--- src/rtl/rv_wb_timer.sv ---
// RISC-V style machine timer (mtime/mtimecmp) behind a Wishbone classic slave.
// One ack per transfer, one-cycle latency; prescaled 64-bit counter and level irq.
module rv_wb_timer #(
  parameter logic [31:0] BASE_ADDR  = 32'h0200_0000,
  parameter int unsigned PRESCALE_W = 16
) (
  input  logic        i_clk,
  input  logic        i_reset_n,
  input  logic [31:0] i_wb_adr,
  input  logic [31:0] i_wb_dat,
  output logic [31:0] o_wb_dat,
  input  logic        i_wb_we,
  input  logic [3:0]  i_wb_sel,
  input  logic        i_wb_stb,
  input  logic        i_wb_cyc,
  output logic        o_wb_ack,
  output logic        o_irq
);

  typedef enum logic {IDLE, ACK} state_t;

  localparam logic [2:0] OFF_MTIME_LO    = 3'd0;
  localparam logic [2:0] OFF_MTIME_HI    = 3'd1;
  localparam logic [2:0] OFF_MTIMECMP_LO = 3'd2;
  localparam logic [2:0] OFF_MTIMECMP_HI = 3'd3;
  localparam logic [2:0] OFF_CTRL        = 3'd4;
  localparam logic [2:0] OFF_PRESCALE    = 3'd5;
  localparam logic [2:0] OFF_STATUS      = 3'd6;

  state_t                state_reg;
  logic [31:0]           dat_reg;
  logic [63:0]           mtime_reg;
  logic [63:0]           mtimecmp_reg;
  logic [31:0]           shadow_reg;
  logic [1:0]            ctrl_reg;
  logic [PRESCALE_W-1:0] prescale_reg;
  logic [PRESCALE_W-1:0] pcnt_reg;
  logic                  irq_reg;

  logic        hit, acc, wr, rd;
  logic [2:0]  off;
  logic [31:0] wmask;
  logic [31:0] rd_data;
  logic        cmp_ge, pcnt_clr, tick;
  logic        unused_adr;

  assign hit = i_wb_cyc & i_wb_stb & (i_wb_adr[31:5] == BASE_ADDR[31:5]);
  // Only a hit seen in IDLE is a transfer; the ACK cycle never has side effects.
  assign acc = hit & (state_reg == IDLE);
  assign wr  = acc & i_wb_we;
  assign rd  = acc & ~i_wb_we;
  assign off = i_wb_adr[4:2];
  assign unused_adr = ^i_wb_adr[1:0];

  genvar gi;
  generate
    for (gi = 0; gi < 4; gi++) begin : g_lane
      assign wmask[8*gi +: 8] = {8{i_wb_sel[gi]}};
    end
  endgenerate

  function automatic logic [31:0] merge(input logic [31:0] old_v,
                                        input logic [31:0] new_v,
                                        input logic [31:0] mask);
    return (old_v & ~mask) | (new_v & mask);
  endfunction

  assign cmp_ge   = (mtime_reg >= mtimecmp_reg);
  assign pcnt_clr = wr & ((off == OFF_CTRL) | (off == OFF_PRESCALE));
  assign tick     = ctrl_reg[0] & (pcnt_reg == prescale_reg) & ~pcnt_clr;

  always_comb begin
    rd_data = '0;
    case (off)
      OFF_MTIME_LO:    rd_data = mtime_reg[31:0];
      OFF_MTIME_HI:    rd_data = shadow_reg;
      OFF_MTIMECMP_LO: rd_data = mtimecmp_reg[31:0];
      OFF_MTIMECMP_HI: rd_data = mtimecmp_reg[63:32];
      OFF_CTRL:        rd_data = {30'd0, ctrl_reg};
      OFF_PRESCALE:    rd_data = 32'(prescale_reg);
      OFF_STATUS:      rd_data = {31'd0, cmp_ge};
      default:         rd_data = '0;
    endcase
  end

  // Bus handshake and read path
  always_ff @(posedge i_clk or negedge i_reset_n) begin
    if (!i_reset_n) begin
      state_reg  <= IDLE;
      dat_reg    <= '0;
      shadow_reg <= '0;
    end else begin
      case (state_reg)
        IDLE:    if (hit) state_reg <= ACK;
        ACK:     state_reg <= IDLE;
        default: state_reg <= IDLE;
      endcase
      dat_reg <= rd ? rd_data : '0;
      if (rd && off == OFF_MTIME_LO)
        shadow_reg <= mtime_reg[63:32];
    end
  end

  // Timer registers; bus writes to mtime win over the prescaled increment.
  always_ff @(posedge i_clk or negedge i_reset_n) begin
    if (!i_reset_n) begin
      mtime_reg    <= '0;
      mtimecmp_reg <= '1;
      ctrl_reg     <= '0;
      prescale_reg <= '0;
      pcnt_reg     <= '0;
      irq_reg      <= 1'b0;
    end else begin
      if (wr && off == OFF_MTIME_LO)
        mtime_reg[31:0] <= merge(mtime_reg[31:0], i_wb_dat, wmask);
      else if (wr && off == OFF_MTIME_HI)
        mtime_reg[63:32] <= merge(mtime_reg[63:32], i_wb_dat, wmask);
      else if (tick)
        mtime_reg <= mtime_reg + 64'd1;

      if (wr && off == OFF_MTIMECMP_LO)
        mtimecmp_reg[31:0] <= merge(mtimecmp_reg[31:0], i_wb_dat, wmask);
      if (wr && off == OFF_MTIMECMP_HI)
        mtimecmp_reg[63:32] <= merge(mtimecmp_reg[63:32], i_wb_dat, wmask);
      if (wr && off == OFF_CTRL && i_wb_sel[0])
        ctrl_reg <= i_wb_dat[1:0];
      if (wr && off == OFF_PRESCALE)
        prescale_reg <= (prescale_reg & ~wmask[PRESCALE_W-1:0]) |
                        (i_wb_dat[PRESCALE_W-1:0] & wmask[PRESCALE_W-1:0]);

      if (pcnt_clr)
        pcnt_reg <= '0;
      else if (ctrl_reg[0])
        pcnt_reg <= (pcnt_reg == prescale_reg) ? '0 : pcnt_reg + 1'b1;

      irq_reg <= ctrl_reg[1] & cmp_ge;
    end
  end

  assign o_wb_ack = (state_reg == ACK);
  assign o_wb_dat = dat_reg;
  assign o_irq    = irq_reg;

endmodule

--- config.mk ---
export PLATFORM = sky130hd
export DESIGN_NAME = rv_wb_timer
export DESIGN_NICKNAME = d
export VERILOG_FILES = /design/src/rtl/rv_wb_timer.sv
export SDC_FILE = /design/constraint.sdc
export NUM_CORES = 1
export LEC_CHECK = 0
export CELL_PAD_IN_SITES_DETAIL_PLACEMENT = 1
export CELL_PAD_IN_SITES_GLOBAL_PLACEMENT = 1
export CORE_MARGIN = 3
export CORE_UTILIZATION = 50
export CTS_CLUSTER_DIAMETER = 60
export DETAILED_ROUTE_END_ITERATION = 12
export MAX_ROUTING_LAYER = met4
export PLACE_DENSITY_LB_ADDON = 0.1
export SYNTH_ARGS = -nofsm -noshare
export SYNTH_HDL_FRONTEND = slang
export SYNTH_SLANG_ARGS = --single-unit
export TNS_END_PERCENT = 50
--- constraint.sdc ---
create_clock -name i_clk -period 7.28 [get_ports i_clk]
set_input_delay 2.184 -clock i_clk [delete_from_list [all_inputs] [get_ports i_clk]]
set_output_delay 2.184 -clock i_clk [all_outputs]
set_load 0.05 [all_outputs]
==> results of run 1 <==
-- stage by stage --
stage                     cells  power [mW]  util (%)
final                      1804        2.81      59.7
after global routing       1804        2.90      59.7
after CTS                  1804        2.84      59.7
after detailed placement   1751        1.43      56.1
after global placement     1751        1.43      56.1
after floorplan            1361        1.33         -
-- final timing paths --
path / from / to / slack (ns)
worst min register to register: shadow_reg[25] / shadow_reg[25] / 0.51
worst min-delay path: shadow_reg[25] / shadow_reg[25] / 0.51
worst max-delay path: i_wb_adr[30] / register / 2.16
worst max register to register: register / o_wb_dat[0] / 3.83
min in group asynchronous: i_reset_n / pcnt_reg[9] / 1.64
max in group asynchronous: i_reset_n / async pin / 4.39
-- critical path: stages --
cell and delay [ns]:
clkdlybuf4s50_1 0.41, nor4_1 0.39, nand4_1 0.24, nor4_2 0.81, or3_1 0.59, buf_4 0.38
nor4_1 0.13, o21a_1 0.19, o221a_2 0.23
-- power by group --
group / total (mW) / leakage, nW / internal, mW / switching, mW
clock network: 1.41 / 0.449 / 0.830 / 0.577
logic: 0.138 / 3.22 / 0.0491 / 0.0887
registers: 1.27 / 2.75 / 1.27 / 0.000385
-- cells in the final DEF (no fill, tap or decap), drive strengths merged, types with 62 or more instances in the layout --
master / n
dfrtp: 164
nor2: 118
mux2: 115
nand2: 104
clkdlybuf4s50: 102
a21oi: 85
inv: 82
ha: 66
o21ai: 66
dfstp: 64
a22oi: 62
-- routing by layer --
| metal | vias up | share of wire (%) | routed length (um) |
|---|---|---|---|
| met2 | 418 | 47 | 21200 |
| met1 | 6046 | 44 | 19800 |
| met4 | 0 | 2.4 | 1080 |
| met5 | - | 0 | 0 |
| met3 | 83 | 7.1 | 3200 |
| li1 | 5192 | - | - |
-- area by class of cell --
class                      instances  area (sq um)
inverter                          80           300
multi-input combinational        984          6920
clock inverter                    10          93.8
timing repair buffer             124          1200
fill                            2882         10500
clock buffer                      43           838
sequential                       228          5790
tap                              335           419
-- cell families after synthesis --
family,count (synthesis),synth area share (%)
xor gates and xnor gates,27,1.78
muxes,122,10.4
DFF,228,43.5
AOI/OAI and AO/OA,336,16.7
adders and majority gates,66,6.21
and+or+nand+nor,433,16.9
buffers and inverters,149,4.51
==> results_dict.tcl, run 1 <==
set metrics [dict create \
    finalInstanceArea_sq_um 15600 \
    antenna_found_initial 0 \
    synth_seq_cells 228 \
    drt_iter0_markers 1088 \
    drc 0 \
    worst_slew_pin_slew_ns 1.12 \
    grt_pass1_wl_um 71100 \
    cts.sinks 228 \
    hold_viol_final 0 \
    yosysSeqAreaShare_pct 43.5 \
    post_cts_buffers 0 \
    p_per_area_nw_per_um2 181 \
    layout_min_cycle_time_ns 5.12 \
    start_util_pct 51.0 \
    crit_type "primary input to register" \
    setup_violations 0 \
    gp_congestion 0.883 \
    synthTopCellsByArea "dfrtp_1, dfstp_2, mux2_2" \
    cts-htree-levels 1 \
    place_hpwl_um 31500 \
    yosysWarningCount 0 \
    busiest_layer "met2" \
    min_path_cells 1 \
    min_path_type "register to register" \
    cts_tree "built" \
    synth.distinct_cells 75 \
    drt_first_pass_iters 5 \
    first_global_vias 12300 \
    clock.fmax_mhz 195 \
    tns_ns 0 \
    start_kind "primary input" \
    cp.required_ns 7.72 \
    final.period_utilization_pct 70.4 \
    relSlewSlack_pct 24.6 \
    met3_usage_pct 5.07 \
    cap_violations 0 \
    synth_edf_count 0 \
    slew_viol_final 0 \
    drive_gt1_share_pct 18.6 \
    diodes 0 \
    met2_usage_pct 50.9 \
    area_growth_pct 17.1 \
    synth_most_common_cell "dfrtp_1" \
    place_ws_ns 1.67 \
    vias 11700 \
    ctsResizeCount 0 \
    pin_count 107 \
    placed_cell_area_sq_um 14600 \
    reg2reg_depth 9 \
    met1_usage_pct 44.6 \
    yosys.area.top_type "dfrtp_1" \
    wirelength_um 45300 \
    placementRows 59 \
    power_leakage_nw 6.43 \
    arrival_ns 5.57 \
    setup_ws_ns 2.16 \
    cp-end-kind "register" \
    crit_path_max_fanout 17 \
    syn_nets 1500 \
    nets 1586 \
    synth_flop_cell "dfrtp_1" \
    fin_hold_ws_ns 0.507 \
    rsz0062_at_grt "false" \
    synth_top_area_share_pct 30.9 \
    wl_per_cell_um 25.1 \
    die_y_um 169 \
    dieWidth_um 169 \
    overflow 0 \
    via_per_inst 6.51 \
    synthArstFlopShare_pct 100 \
    cts_hold_buf 0 \
    coreArea_sq_um 26100 \
    dieArea_sq_um 28600 \
    cts-buffers-inserted 29 \
    clock_latency_ns 0.56 \
    yosys-top-cells-count "dfrtp_1, nor2_1, mux2_2" \
    cts_buffer_depth 3 \
    skew_ns 0.0144 \
    postSynthCellCount 1361 \
    root_buffer "clkbuf_16" \
    postRouteAntennaNets 0 \
    vdd_drop_max_mv 0.264 \
    portBuffers 104 \
    grt_usage_pct 32.4 \
    grt_max_degree 127 \
    avgSynthCellArea_sq_um 9.77 \
    clkTransAtPathRegs_ns 0.06 \
    status "complete, no violations" \
    synth_area_sq_um 13300 \
]
No activity file was read; power rests on OpenSTA's default activity.
==> run 2: changes to the inputs <==
- CORE_UTILIZATION: 50 -> 46
- clock period: 7.28 -> 4.78 ns (I/O delays scaled with it)
==> results_dict.tcl, run 2 (same netlist as run 1, synthesis figures left out) <==
set metrics [dict create \
    vias 11700 \
    placementRows 61 \
    multi_input_area_sq_um 6920 \
    grt_pass1_wl_um 71600 \
    final.period_utilization_pct 78.5 \
    dieWidth_um 176 \
    worstHoldEndpoint "shadow_reg[30]" \
    setup_ws_ns 1.03 \
    status "complete, no violations" \
    grt_usage_pct 30.5 \
    portBuffers 104 \
    ctsResizeCount 0 \
    p_comb_share_pct 5.0 \
    fillers 3148 \
    seq_area_sq_um 5790 \
    grt_max_degree 97 \
    tns_ns 0 \
    first_global_vias 12100 \
    placed_cells 1811 \
    clockPowerShare_pct 51.0 \
    rrSetupSlack_ns 1.20 \
    power_switching_mw 1.06 \
    swShare_pct 24.0 \
    vdd_drop_max_mv 0.240 \
    via_per_inst 6.28 \
    reg2reg_depth 9 \
    hold_start "shadow_reg[30]" \
    cp.required_ns 5.20 \
    drive_gt1_share_pct 19.9 \
    die_y_um 176 \
    area_growth_pct 18.8 \
    drc 0 \
    clock.fmax_mhz 266 \
    post_cts_buffers 0 \
    intPower_mw 3.34 \
    p_total_mw 4.39 \
    postRouteAntennaNets 0 \
    placed_cell_area_sq_um 14800 \
    cap_violations 0 \
    diodes 0 \
    cts_buffer_depth 3 \
    cts.sinks 228 \
    fin_hold_ws_ns 0.508 \
    relSlewSlack_pct 19.9 \
    nets 1604 \
    layout_min_cycle_time_ns 3.75 \
    antenna_found_initial 0 \
    start_kind "primary input" \
    slew_viol_final 0 \
    skew_ns 0.0221 \
    clkTransAtPathRegs_ns 0.06 \
    overflow 0 \
    r2r-end "o_wb_dat[0]" \
    crit_path_max_fanout 27 \
    power_leakage_nw 6.54 \
    min_path_type "register to register" \
    rsz0062_at_grt "false" \
    drt_first_pass_iters 5 \
    cts-buffers-inserted 30 \
    gp_congestion 0.873 \
    final_cell_mix "dfrtp_1, nor2_1, mux2_2, nand2_1, clkdlybuf4s50_1" \
    finalNonFillerCells 1866 \
    final_common_cell "dfrtp_1" \
    crit_type "primary input to register" \
    coreArea_sq_um 28200 \
    cts-htree-levels 1 \
    pin_count 107 \
    p_per_area_nw_per_um2 278 \
    wl_per_cell_um 24.6 \
    cts_tree "built" \
    wirelength_um 45800 \
    min_path_cells 1 \
    hold_viol_final 0 \
    clock_latency_ns 0.57 \
    fin_util_pct 56.1 \
    start_util_pct 47.2 \
    dieArea_sq_um 31000 \
    arrival_ns 4.18 \
    setup_violations 0 \
    finalInstanceArea_sq_um 15800 \
    place_hpwl_um 32400 \
    worst_slew_pin_slew_ns 1.19 \
    seq_power_share_pct 44.0 \
    place_ws_ns 0.547 \
    cts_hold_buf 0 \
    cp-end-kind "register" \
    root_buffer "clkbuf_16" \
    drt_iter0_markers 966 \
]
-- run 2: cell types whose count changed in the layout (fill, tap and decap cells not counted), sizes merged --
| cell | delta |
|---|---|
| buf | +18 |
| inv | +1 |
| clkdlybuf4s50 | -1 |
| clkinv | +3 |
| clkbuf | -2 |
-- run 2: routing by layer --
layer	vias to the layer above	track usage, %	routed length [um]
met3	88	4.45	2950
met5	-	-	0
met1	5982	42.9	21000
met2	425	47.1	20800
li1	5226	-	-
met4	0	6.86	1160
-- run 2: cell type report --
type / instances / area share [%]
clock inverters: 14 / 0.784
flip-flops and latches: 228 / 36.6
repair buffers: 141 / 8.40
well taps: 378 / 2.99
inverters: 80 / 1.90
clock buffers: 41 / 5.47
multi-input cells: 984 / 43.8
-- run 2: worst max-delay path by stage --
stage / start / end / slack, ns / depth (start not counted)
2_1_floorplan: i_wb_adr[3] / register / 1.39 / 8
3_3_place_gp: i_wb_adr[17] / register / 0.56 / 10
6_report: i_wb_adr[17] / register / 1.03 / 10
3_5_place_dp: i_wb_adr[17] / register / 0.55 / 10
4_1_cts: i_wb_adr[17] / register / 1.05 / 10
5_1_grt: i_wb_adr[17] / register / 0.87 / 10
-- run 2: critical path, stage by stage --
cell and delay (ns):
clkdlybuf4s50_1 0.42, nor4b_1 0.41, nand4_1 0.25, nor4_2 0.25, buf_4 0.21, or3_1 0.12, buf_4 0.37, nand2_2 0.33
o21ai_0 0.24, a22oi_1 0.14
-- run 2: power groups by stage --
stage	clock (mW)	sequential [mW]	combinational, mW
final	2.24	1.93	0.219
after global routing	2.35	1.93	0.234
after CTS	2.27	1.93	0.218
after detailed placement	0	1.97	0.218
after global placement	0	1.97	0.216
after floorplan	0	1.97	0.0531
